==> src/rtl/seg_serial_driver.sv <==
// Serial seven-segment driver: shifts a frame MSB-first into a 74HC595-style chain, then pulses SEGEN.
// Optional SEG_AUTO_REFRESH_EN: re-send the held frame whenever no new frame is offered.
module seg_serial_driver #(
    parameter int CLK_DIV = 4,
    parameter int NBITS   = 64
) (
    input  logic             clk,
    input  logic             rst,
    input  logic [NBITS-1:0] frame_i,
    input  logic             valid_i,
    output logic             ready_o,
    output logic             done_o,
    output logic             SEGCLK,
    output logic             SEGCLR,
    output logic             SEGDT,
    output logic             SEGEN
);
    // state    | meaning
    // ST_CLR   | chain clear held low for 2*CLK_DIV cycles after reset
    // ST_IDLE  | ready for a frame (one cycle only with auto refresh)
    // ST_SHIFT | serial clock running, one bit per SEGCLK period
    // ST_LATCH | SEGEN high for 2*CLK_DIV cycles, then done_o
    typedef enum logic [1:0] {ST_CLR, ST_IDLE, ST_SHIFT, ST_LATCH} state_t;

    localparam int TW = $clog2(2 * CLK_DIV) + 1;
    localparam int BW = $clog2(NBITS) + 1;
    localparam logic [TW-1:0] TMR_HALF  = TW'(CLK_DIV - 1);
    localparam logic [TW-1:0] TMR_FULL  = TW'(2 * CLK_DIV - 1);
    localparam logic [BW-1:0] BITS_LAST = BW'(NBITS);

    state_t           state;
    logic [TW-1:0]    tmr;
    logic [BW-1:0]    bit_cnt;
    logic [NBITS-1:0] shreg;
`ifdef SEG_AUTO_REFRESH_EN
    logic [NBITS-1:0] held;
`endif

    // The register empties as it shifts, so its MSB is already 0 in LATCH and IDLE.
    assign SEGDT = shreg[NBITS-1];

    always_ff @(posedge clk or negedge rst) begin
        if (!rst) begin
            state   <= ST_CLR;
            tmr     <= TMR_FULL;
            bit_cnt <= '0;
            shreg   <= '0;
            SEGCLK  <= 1'b0;
            SEGCLR  <= 1'b0;
            SEGEN   <= 1'b0;
            ready_o <= 1'b0;
            done_o  <= 1'b0;
`ifdef SEG_AUTO_REFRESH_EN
            held    <= '0;
`endif
        end else begin
            done_o <= 1'b0;
            case (state)
                ST_CLR: begin
                    if (tmr == '0) begin
                        SEGCLR  <= 1'b1;
                        ready_o <= 1'b1;
                        state   <= ST_IDLE;
                    end else begin
                        tmr <= tmr - 1'b1;
                    end
                end
                ST_IDLE: begin
`ifdef SEG_AUTO_REFRESH_EN
                    if (valid_i) begin
                        shreg <= frame_i;
                        held  <= frame_i;
                    end else begin
                        shreg <= held;
                    end
                    ready_o <= 1'b0;
                    tmr     <= TMR_HALF;
                    bit_cnt <= '0;
                    state   <= ST_SHIFT;
`else
                    if (valid_i) begin
                        shreg   <= frame_i;
                        ready_o <= 1'b0;
                        tmr     <= TMR_HALF;
                        bit_cnt <= '0;
                        state   <= ST_SHIFT;
                    end
`endif
                end
                ST_SHIFT: begin
                    if (tmr == '0) begin
                        tmr    <= TMR_HALF;
                        SEGCLK <= ~SEGCLK;
                        if (SEGCLK) begin
                            shreg <= {shreg[NBITS-2:0], 1'b0};
                            if (bit_cnt == BITS_LAST) begin
                                SEGEN <= 1'b1;
                                tmr   <= TMR_FULL;
                                state <= ST_LATCH;
                            end
                        end else begin
                            bit_cnt <= bit_cnt + 1'b1;
                        end
                    end else begin
                        tmr <= tmr - 1'b1;
                    end
                end
                ST_LATCH: begin
                    if (tmr == '0) begin
                        SEGEN   <= 1'b0;
                        done_o  <= 1'b1;
                        ready_o <= 1'b1;
                        state   <= ST_IDLE;
                    end else begin
                        tmr <= tmr - 1'b1;
                    end
                end
                default: state <= ST_CLR;
            endcase
        end
    end
endmodule

==> config.mk <==
export PLATFORM = sky130hd
export DESIGN_NAME = seg_serial_driver
export DESIGN_NICKNAME = d
export VERILOG_FILES = /design/src/rtl/seg_serial_driver.sv
export SDC_FILE = /design/constraint.sdc
export NUM_CORES = 1
export LEC_CHECK = 0
export ABC_AREA = 1
export BUFFER_PORTS_ARGS = -buffer_cell sky130_fd_sc_hd__buf_2
export CORE_AREA = 3 3 124 126
export DETAILED_ROUTE_END_ITERATION = 12
export DIE_AREA = 0 0 127 129
export GPL_ROUTABILITY_DRIVEN = 1
export PLACE_DENSITY_LB_ADDON = 0.1
export SLEW_MARGIN = 20
export SYNTH_ARGS = -nofsm -noshare
export SYNTH_HDL_FRONTEND = slang
export SYNTH_SLANG_ARGS = --single-unit
==> constraint.sdc <==
create_clock -name clk -period 2.5 [get_ports clk]
set_clock_uncertainty 0.2 [all_clocks]
set_input_delay 0.75 -clock clk [delete_from_list [all_inputs] [get_ports clk]]
set_output_delay 0.75 -clock clk [all_outputs]
set_load 0.02 [all_outputs]
After elaboration in Yosys (flattened, before gate mapping):

Cells that the tools add are included.
W data, S select, Z words.

* reductions and logical operators: 14
* multiplexer cells: 30
* equal/unequal tests: 12
* bitwise logic cells: 1
* add/subtract/negate cells: 2

Operators with widths (number)
* $mux W64: 3
* $pmux W64 S2: 1
* $mux W7: 3
* $ne A2 B2 Y1 const B: 7
* $pmux W7 S2: 1
* $mux W4: 3
* $pmux W4 S3: 1
* $mux W2: 5
* $reduce_and A5 Y1: 2
* $mux W1: 8
* $reduce_and A4 Y1: 2
* $add A7 B1 Y7 const B: 1
* $eq A7 B7 Y1 const B: 1
* $mux W3: 2
* $pmux W2 S3: 1
* $reduce_and A2 Y1: 3
* $reduce_bool A2 Y1: 3
* $eq A2 B2 Y1 const B: 2
* $logic_not A4 Y1: 1
* $pmux W1 S2: 2
* $sub A4 B1 Y4 const B: 1
* $reduce_and A3 Y1: 1
* $eq A2 B1 Y1 const B: 1
* $logic_not A2 Y1: 1
* 3 further kinds: 3

* word-level logic and storage cells: 68
* flip-flop bits (word level): 82
* output and inout port bits: 6

Depth between registers and ports, before layout:

Gate-level depths: netlist (run 1).

* word-level depth: 5
* gate-level depth with buffers: 12
* depth with buffers taken out: 10

Least setup slack after synthesis (run 1):

OpenSTA, ideal clock, no wires.

* kind: register to register
* start point: register state[0]
* end point: register shreg[20]
* stages on the path, launching flop included: 10
* path slack: 0.631 ns
* setup time: 0.126 ns
* arrival time: 1.543 ns
* path buffers: 3
* clock period less this slack: 1.869 ns
* cells stage by stage: dfrtp_1 > inv_1 > ha_1 > buf_4 > inv_4 > nand2_1 > a21oi_4 > buf_6 > buf_6 > o21ai_0

* cells in the longest elaborated chain, start to end: 3

RTL lines
* start, declared: RTL line 31 `state_t state;`
* start signal, assigned: RTL line 44 `state <= ST_CLR;`
* start signal, assigned: RTL line 63 `state <= ST_IDLE;`
* start signal, assigned: RTL line 86 `state <= ST_SHIFT;`
* $eq A2 B2 Y1 or $eq A2 B1 Y1 (tied branches): RTL line 58 `case (state)`
* $ne A2 B2 Y1 (no line) or $reduce_bool A2 Y1 (tied branches)
* $reduce_and A4 Y1 (no line)
* end signal, assigned: RTL line 82 `shreg <= frame_i;`
* end signal, assigned: RTL line 95 `shreg <= {shreg[NBITS-2:0], 1'b0};`
* end, declared: RTL line 34 `logic [NBITS-1:0] shreg;`

Parallel ways exist; a longest one is shown, timed or not.
A chain may end at the register's enable or synchronous reset.

Worst setup path in the final report (run 1):

* start point: register state[0]
* end point: register shreg[38]

Same word-level chain as after synthesis.

==> results of run 1 <==
area by class of cell:
class | count | area, sq um
repair buffers | 79 | 465
clock buffers | 11 | 233
well taps | 184 | 230
inverters | 87 | 329
multi-input cells | 362 | 1710
flip-flops and latches | 82 | 2060
fillers | 1614 | 9380
clock inverters | 4 | 20.0
report_power, final:
| group | internal [mW] | switching [mW] | leakage [nW] |
|---|---|---|---|
| clock | 0.660 | 0.505 | 0.129 |
| combinational | 0.932 | 1.81 | 1.41 |
| sequential | 1.94 | 0.176 | 1.02 |
worst max path at each step:
stage | startpoint | end | cells past startpoint
CTS | state[0] | shreg[27] | 7
detailed placement | state[0] | shreg[26] | 6
floorplan | state[0] | shreg[20] | 9
global route | state[0] | shreg[34] | 7
global placement | valid_i | shreg[26] | 7
finish | state[0] | shreg[38] | 7
critical path, stage by stage, from the launching register on:
cell and delay, ns:
dfrtp_1 0.43, inv_1 0.11, ha_1 0.37, nand4_4 0.22, a21oi_4 0.33, buf_12 0.26
nand2_1 0.07, o21ai_0 0.08
through the flow:
| stage | total power [mW] | cell area, sq um | hold slack [ns] | instances |
|---|---|---|---|---|
| 2_1_floorplan | 4.27 | 4250 | 0.254 | 560 |
| 3_3_place_gp | 4.87 | 4790 | 0.264 | 794 |
| 5_1_grt | 6.73 | 5040 | 0.286 | 809 |
| 6_report | 6.02 | 5040 | 0.249 | 809 |
| 3_5_place_dp | 4.93 | 4790 | 0.264 | 794 |
| 4_1_cts | 6.16 | 5040 | 0.267 | 809 |
flip-flops by register name (all words and copies together) (netlist names):
name,count
ready_o,1
bit_cnt,7
SEGCLR,1
tmr,4
done_o,1
shreg,64
SEGEN,1
SEGCLK,1
state,2
routing by layer:
| layer | vias to the layer above | routed length (um) | track usage (%) |
|---|---|---|---|
| met5 | - | 0 | 0 |
| li1 | 1865 | - | - |
| met1 | 1603 | 4620 | 16.7 |
| met4 | 0 | 42 | 3.47 |
| met2 | 53 | 4410 | 19.1 |
| met3 | 2 | 384 | 4.36 |
cell usage in the layout (no fill, tap or decap), types with 2 or more instances in the layout:
cell / instances
o21ai_0: 112
clkinv_2: 4
nand3_1: 13
buf_2: 71
clkbuf_1: 2
nor2_1: 11
a21oi_1: 2
dfrtp_1: 79
o211ai_1: 2
xor2_1: 5
buf_4: 4
dfstp_2: 3
o21ai_1: 25
clkbuf_16: 9
ha_1: 9
nand2_1: 176
buf_12: 4
inv_1: 86
cell families (layout without fill, tap and decap cells):
group                    Yosys count  after routing  synth area share, %
AO/OA/AOI/OAI                    143            143                 17.3
buffers and inverters            116            181                 11.5
XOR/XNOR                           6              6                 1.24
adder cells (fa/ha/maj)            9              9                 2.65
flip-flops                        82             82                 48.3
AND/OR/NAND/NOR                  204            204                 19.0
==> results.txt, run 1 <==
cell with the most instances after synthesis: nand2_1
Nets: 697
Slew @ Worst Pin: 0.472 ns
initial core utilization: 29.5%
largest area contributor in the netlist: dfrtp_1
Core ar.: 14400 sq um
R2R depth: 7
final wirelength: 9460 um
synthesized area: 4250 sq um
final worst-path cycle share: 87.0%
Area Growth Syn to Fin: 18.5%
vias in the first global route: 3497
CTS Buf Count: 9
RR Startpoint: state[0]
Clock Sinks: 82
post-route setup TNS: 0 ns
worst skew pair latency: 0.33 ns
clk root buf: clkbuf_16
number of distinct library cells after synthesis: 24
clock-pin slew on the worst setup and hold paths: 0.06 ns
register-to-register setup slack: 0.33 ns
final core utilization: 34.9%
Finish-stage setup viols: 0
Synth Register Bits: 82
RSZ-0062 raised after global routing: false
Place WS: 0.318 ns
Antenna Cells: 0
Min-Delay Path Class: input pin to async pin
gr usage total: 12.4%
first-pass GRT wire length: 16600 um
Buffers on Ports: 72
Setup WS post-layout: 0.326 ns
Resized Gates After CTS: 0
WP data required: 2.55 ns
top post-synthesis cells by area: dfrtp_1 46%, nand2_1 16%, o21ai_0 13%, inv_1 7.6%, o21ai_1 2.9%
total grt overflow: 0
Worst Setup Path Type: flip-flop to flip-flop
startpoint types: flip-flop
Post-synth EDFFs: 0
IO Pins: 73
Reg-to-Reg End: shreg[38]
Final Max Slew Viols: 0
placed wire-length estimate: 6320 um
drt drc: 0
die height: 129 um
DIE AREA: 16400 sq um
Via Count: 3523
max_slew headroom: 68.2%
Ys Warns: 0
post-synthesis sequential area ratio: 48.3%
Clock Path Buffers: 2
Arrival @ worst endpoint: 2.22 ns
final worst path period need: 2.17 ns
Top FF cell, synth: dfrtp_1
ANT nets after route: 0
crit path capture type: flip-flop
most frequent cells after synthesis: 176 x nand2_1, 112 x o21ai_0, 86 x inv_1
drt first pass iters: 4
final hold vios: 0
antenna violations before repair: 0
# hold bufs at CTS: 0
share of cells above drive strength 1: 15.7%
placer congestion estimate: 0.756
DR WL/cell: 11.7 um
post-synthesis cell count: 560
status: complete, no violations
Mean Syn Cell Area: 7.59 sq um
Lkg Pwr: 2.56 nW
depth of the CTS H-tree: 3
FMAX: 460 MHz
share of the synthesized area in the top cell type: 46.5%
PwrDens: 1190 nW/um^2
Max-Cap Viols: 0
maximum fanout along the worst path: 55
die width: 127 um
maximum vdd drop: 0.402 mV
largest net degree at the start of global routing: 131
vias per cell: 4.35
DR iter-0 viols: 269
CTS tree: yes
asr flop ratio synth: 100%
syn nets: 636
row count: 44
# Post-CTS Setup Buffers: 0
Power figures use the tool's default switching activity.
==> inputs of run 2 (changes only) <==
--- a/config.mk
+++ b/config.mk
@@ -5,11 +5,10 @@
 export SDC_FILE = /design/constraint.sdc
 export NUM_CORES = 1
 export LEC_CHECK = 0
-export ABC_AREA = 1
-export BUFFER_PORTS_ARGS = -buffer_cell sky130_fd_sc_hd__buf_2
-export CORE_AREA = 3 3 124 126
+export BUFFER_PORTS_ARGS = -buffer_cell sky130_fd_sc_hd__buf_4
+export CORE_AREA = 3 3 90 92
 export DETAILED_ROUTE_END_ITERATION = 12
-export DIE_AREA = 0 0 127 129
+export DIE_AREA = 0 0 93 95
 export GPL_ROUTABILITY_DRIVEN = 1
 export PLACE_DENSITY_LB_ADDON = 0.1
 export SLEW_MARGIN = 20
==> run 2 against run 1 <==
Effect of this change: combinational power fell by 14%; global-route usage increased by 7.5 points; synthesized cell count fell by 29%; register-to-register slack lost 0.08 ns; flip-flop and latch count is the same.
==> results.txt, run 2 <==
status: complete, no violations
Clock Sinks: 82 (unchanged)
CTS tree: yes
Min-Delay Path Class: input pin to async pin
ANT nets after route: 0 (unchanged)
Mean Syn Cell Area: 10.3 sq um (+35%)
vias in the first global route: 2988 (-15%)
Ys Warns: 0 (unchanged)
clk root buf: clkbuf_8
WP data required: 2.58 ns (+0.03 ns)
Top FF cell, synth: dfrtp_1
first-pass GRT wire length: 13900 um (-16%)
maximum vdd drop: 0.493 mV (+23%)
R2R depth: 6 (-1)
PwrDens: 1130 nW/um^2 (-5.5%)
most frequent cells in the layout: 79 x dfrtp_1, 76 x buf_4, 71 x nor2_1, 70 x a21oi_1, 65 x mux2i_1
CTS Buf Count: 9 (unchanged)
Slowest cell on crit path: nor3b_1
depth of the CTS H-tree: 3 (unchanged)
most common cell after layout, fill and taps aside: dfrtp_1
Slew @ Worst Pin: 0.780 ns (+0.309 ns)
die height: 95 um (-26%)
Clock Path Buffers: 2 (unchanged)
share of cells above drive strength 1: 23.2% (+7.5 points)
total grt overflow: 0 (unchanged)
cell with the most instances after synthesis: dfrtp_1
CP Cell Sequence: inv_1 -> ha_1 -> nor3b_1 -> o21ai_0 -> a21oi_2 -> mux2i_1
initial core utilization: 55.5% (+26 points)
max incr delay on CP: 0.67 ns (+0.24 ns)
max_slew headroom: 47.9% (-20 points)
number of distinct library cells after synthesis: 45 (+88%)
max reg flops: 64 (unchanged)
antenna violations before repair: 0 (unchanged)
post-route setup TNS: 0 ns (unchanged)
vias per cell: 5.42 (+24%)
synthesized area: 4050 sq um (-4.8%)
clock-pin slew on the worst setup and hold paths: 0.10 ns (+0.04 ns)
DP Cell Count: 549 (-31%)
Bufs and invs on worst path: 1 (-1)
largest area contributor in the netlist: dfrtp_1
gr usage total: 20.0% (+7.5 points)
placed wire-length estimate: 5800 um (-8.2%)
Post-synth EDFFs: 0 (unchanged)
DR iter-0 viols: 201 (-25%)
row count: 31 (-30%)
Setup WS post-layout: 0.247 ns (-0.0789 ns)
Area Growth Syn to Fin: 21.3%
Worst Setup Path Type: flip-flop to flip-flop
Lkg Pwr: 2.08 nW (-19%)
Antenna Cells: 0 (unchanged)
total chip power: 5.55 mW (-7.9%)
IO Pins: 73 (unchanged)
FMAX: 444 MHz (-3.5%)
RSZ-0062 raised after global routing: false
final core utilization: 67.4% (+32 points)
Nets: 537 (-23%)
DR WL/cell: 14.9 um (+27%)
post-synthesis sequential area ratio: 50.8% (+2.4 points)
Finish-stage setup viols: 0 (unchanged)
die width: 93 um (-27%)
DIE AREA: 8840 sq um (-46%)
Max-Cap Viols: 0 (unchanged)
final wirelength: 8410 um (-11%)
Resized Gates After CTS: 0 (unchanged)
worst skew pair latency: 0.35 ns (+0.02 ns)
post-synthesis cell count: 395 (-29%)
startpoint types: flip-flop
Buffers on Ports: 72 (unchanged)
drt drc: 0 (unchanged)
Via Count: 3063 (-13%)
maximum fanout along the worst path: 7 (-87%)
CP Depth: 6 (-1)
final worst path period need: 2.25 ns (+0.0789 ns)
Regs by FF count: shreg (64), bit_cnt (7), tmr (4)
Reg with most FFs: shreg
drt first pass iters: 5 (+1)
top post-synthesis cells by area: dfrtp_1 49%, mux2i_1 16%, a21oi_1 8.8%, nor2_1 6.6%, ha_1 2.8%
# hold bufs at CTS: 0 (unchanged)
crit path capture type: flip-flop
placer congestion estimate: 0.841 (+11%)
Synth Register Bits: 82 (unchanged)
asr flop ratio synth: 100% (unchanged)
syn nets: 471 (-26%)
CP top delay family: simple AND/OR/NAND/NOR gates
Arrival @ worst endpoint: 2.34 ns (+0.12 ns)
Core ar.: 7290 sq um (-49%)
final worst-path cycle share: 90.1% (+3.2 points)
largest net degree at the start of global routing: 74 (-44%)
final hold vios: 0 (unchanged)
most frequent cells after synthesis: 79 x dfrtp_1, 71 x a21oi_1, 71 x nor2_1
final cell count without fillers: 565 (-30%)
Final Max Slew Viols: 0 (unchanged)
Place WS: 0.297 ns (-0.0206 ns)
# Post-CTS Setup Buffers: 0 (unchanged)
share of the synthesized area in the top cell type: 48.8% (+2.3 points)
-- run 2: changes by cell type after synthesis, sizes merged, moves of 60 or more --
| cell | previous run | this run |
|---|---|---|
| a21oi | 3 | 72 |
| inv | 87 | 10 |
| mux2i | 0 | 65 |
| nand2 | 176 | 5 |
| nor2 | 11 | 71 |
| o21ai | 137 | 5 |
-- run 2: area by class of cell --
cell class | instances | area (sq um)
multi-input cells | 278 | 1870
inverters | 10 | 37.5
clock buffers | 10 | 128
fillers | 602 | 2380
repair buffers | 80 | 651
clock inverters | 6 | 50.0
flip-flops and latches | 82 | 2060
well taps | 99 | 124
-- run 2: power by group --
part / internal [mW] / leakage, nW / switching [mW]
combinational: 1.06 / 1.06 / 1.30
clock: 0.376 / 0.0892 / 0.515
sequential: 1.94 / 0.927 / 0.357
total: 3.37 / 2.08 / 2.17
-- run 2: layer usage --
metal	wire, um	up-vias	GRT usage, %
met2	4000	66	32.0
met3	420	9	3.67
met1	3880	1458	26.8
met5	0	-	0
met4	110	0	8.55
li1	-	1530	-
-- run 2: path summary, 6_finish.rpt --
path / from / to / slack (ns)
max: tmr[0] / state[0] / 0.25
min: rst / tmr[3] / 0.17
max reg2reg: tmr[0] / state[0] / 0.25
min reg2reg: SEGCLR / SEGCLR / 0.27
max in group asynchronous: rst / shreg[19] / 1.34
min in group clk: SEGCLR / SEGCLR / 0.27
-- run 2: per-stage QoR --
step	area (sq um)	hold WS [ns]
4_1_cts	4910	0.182
3_3_place_gp	4740	0.270
5_1_grt	4910	0.197
2_1_floorplan	4050	0.254
3_5_place_dp	4740	0.251
6_report	4910	0.167
-- run 2: logic make-up (layout without fill, tap and decap cells) --
family                   count (synthesis)  in the layout  synth area share [%]
XOR/XNOR                                 5              5                  1.08
multiplexers                            65             65                  16.1
flip-flops                              82             82                  50.8
AND/OR/NAND/NOR                        101            101                  11.3
AO/OA/AOI/OAI                           98             98                  14.3
buffers and inverters                   35            106                  3.71
adder cells (fa/ha/maj)                  9              9                  2.78
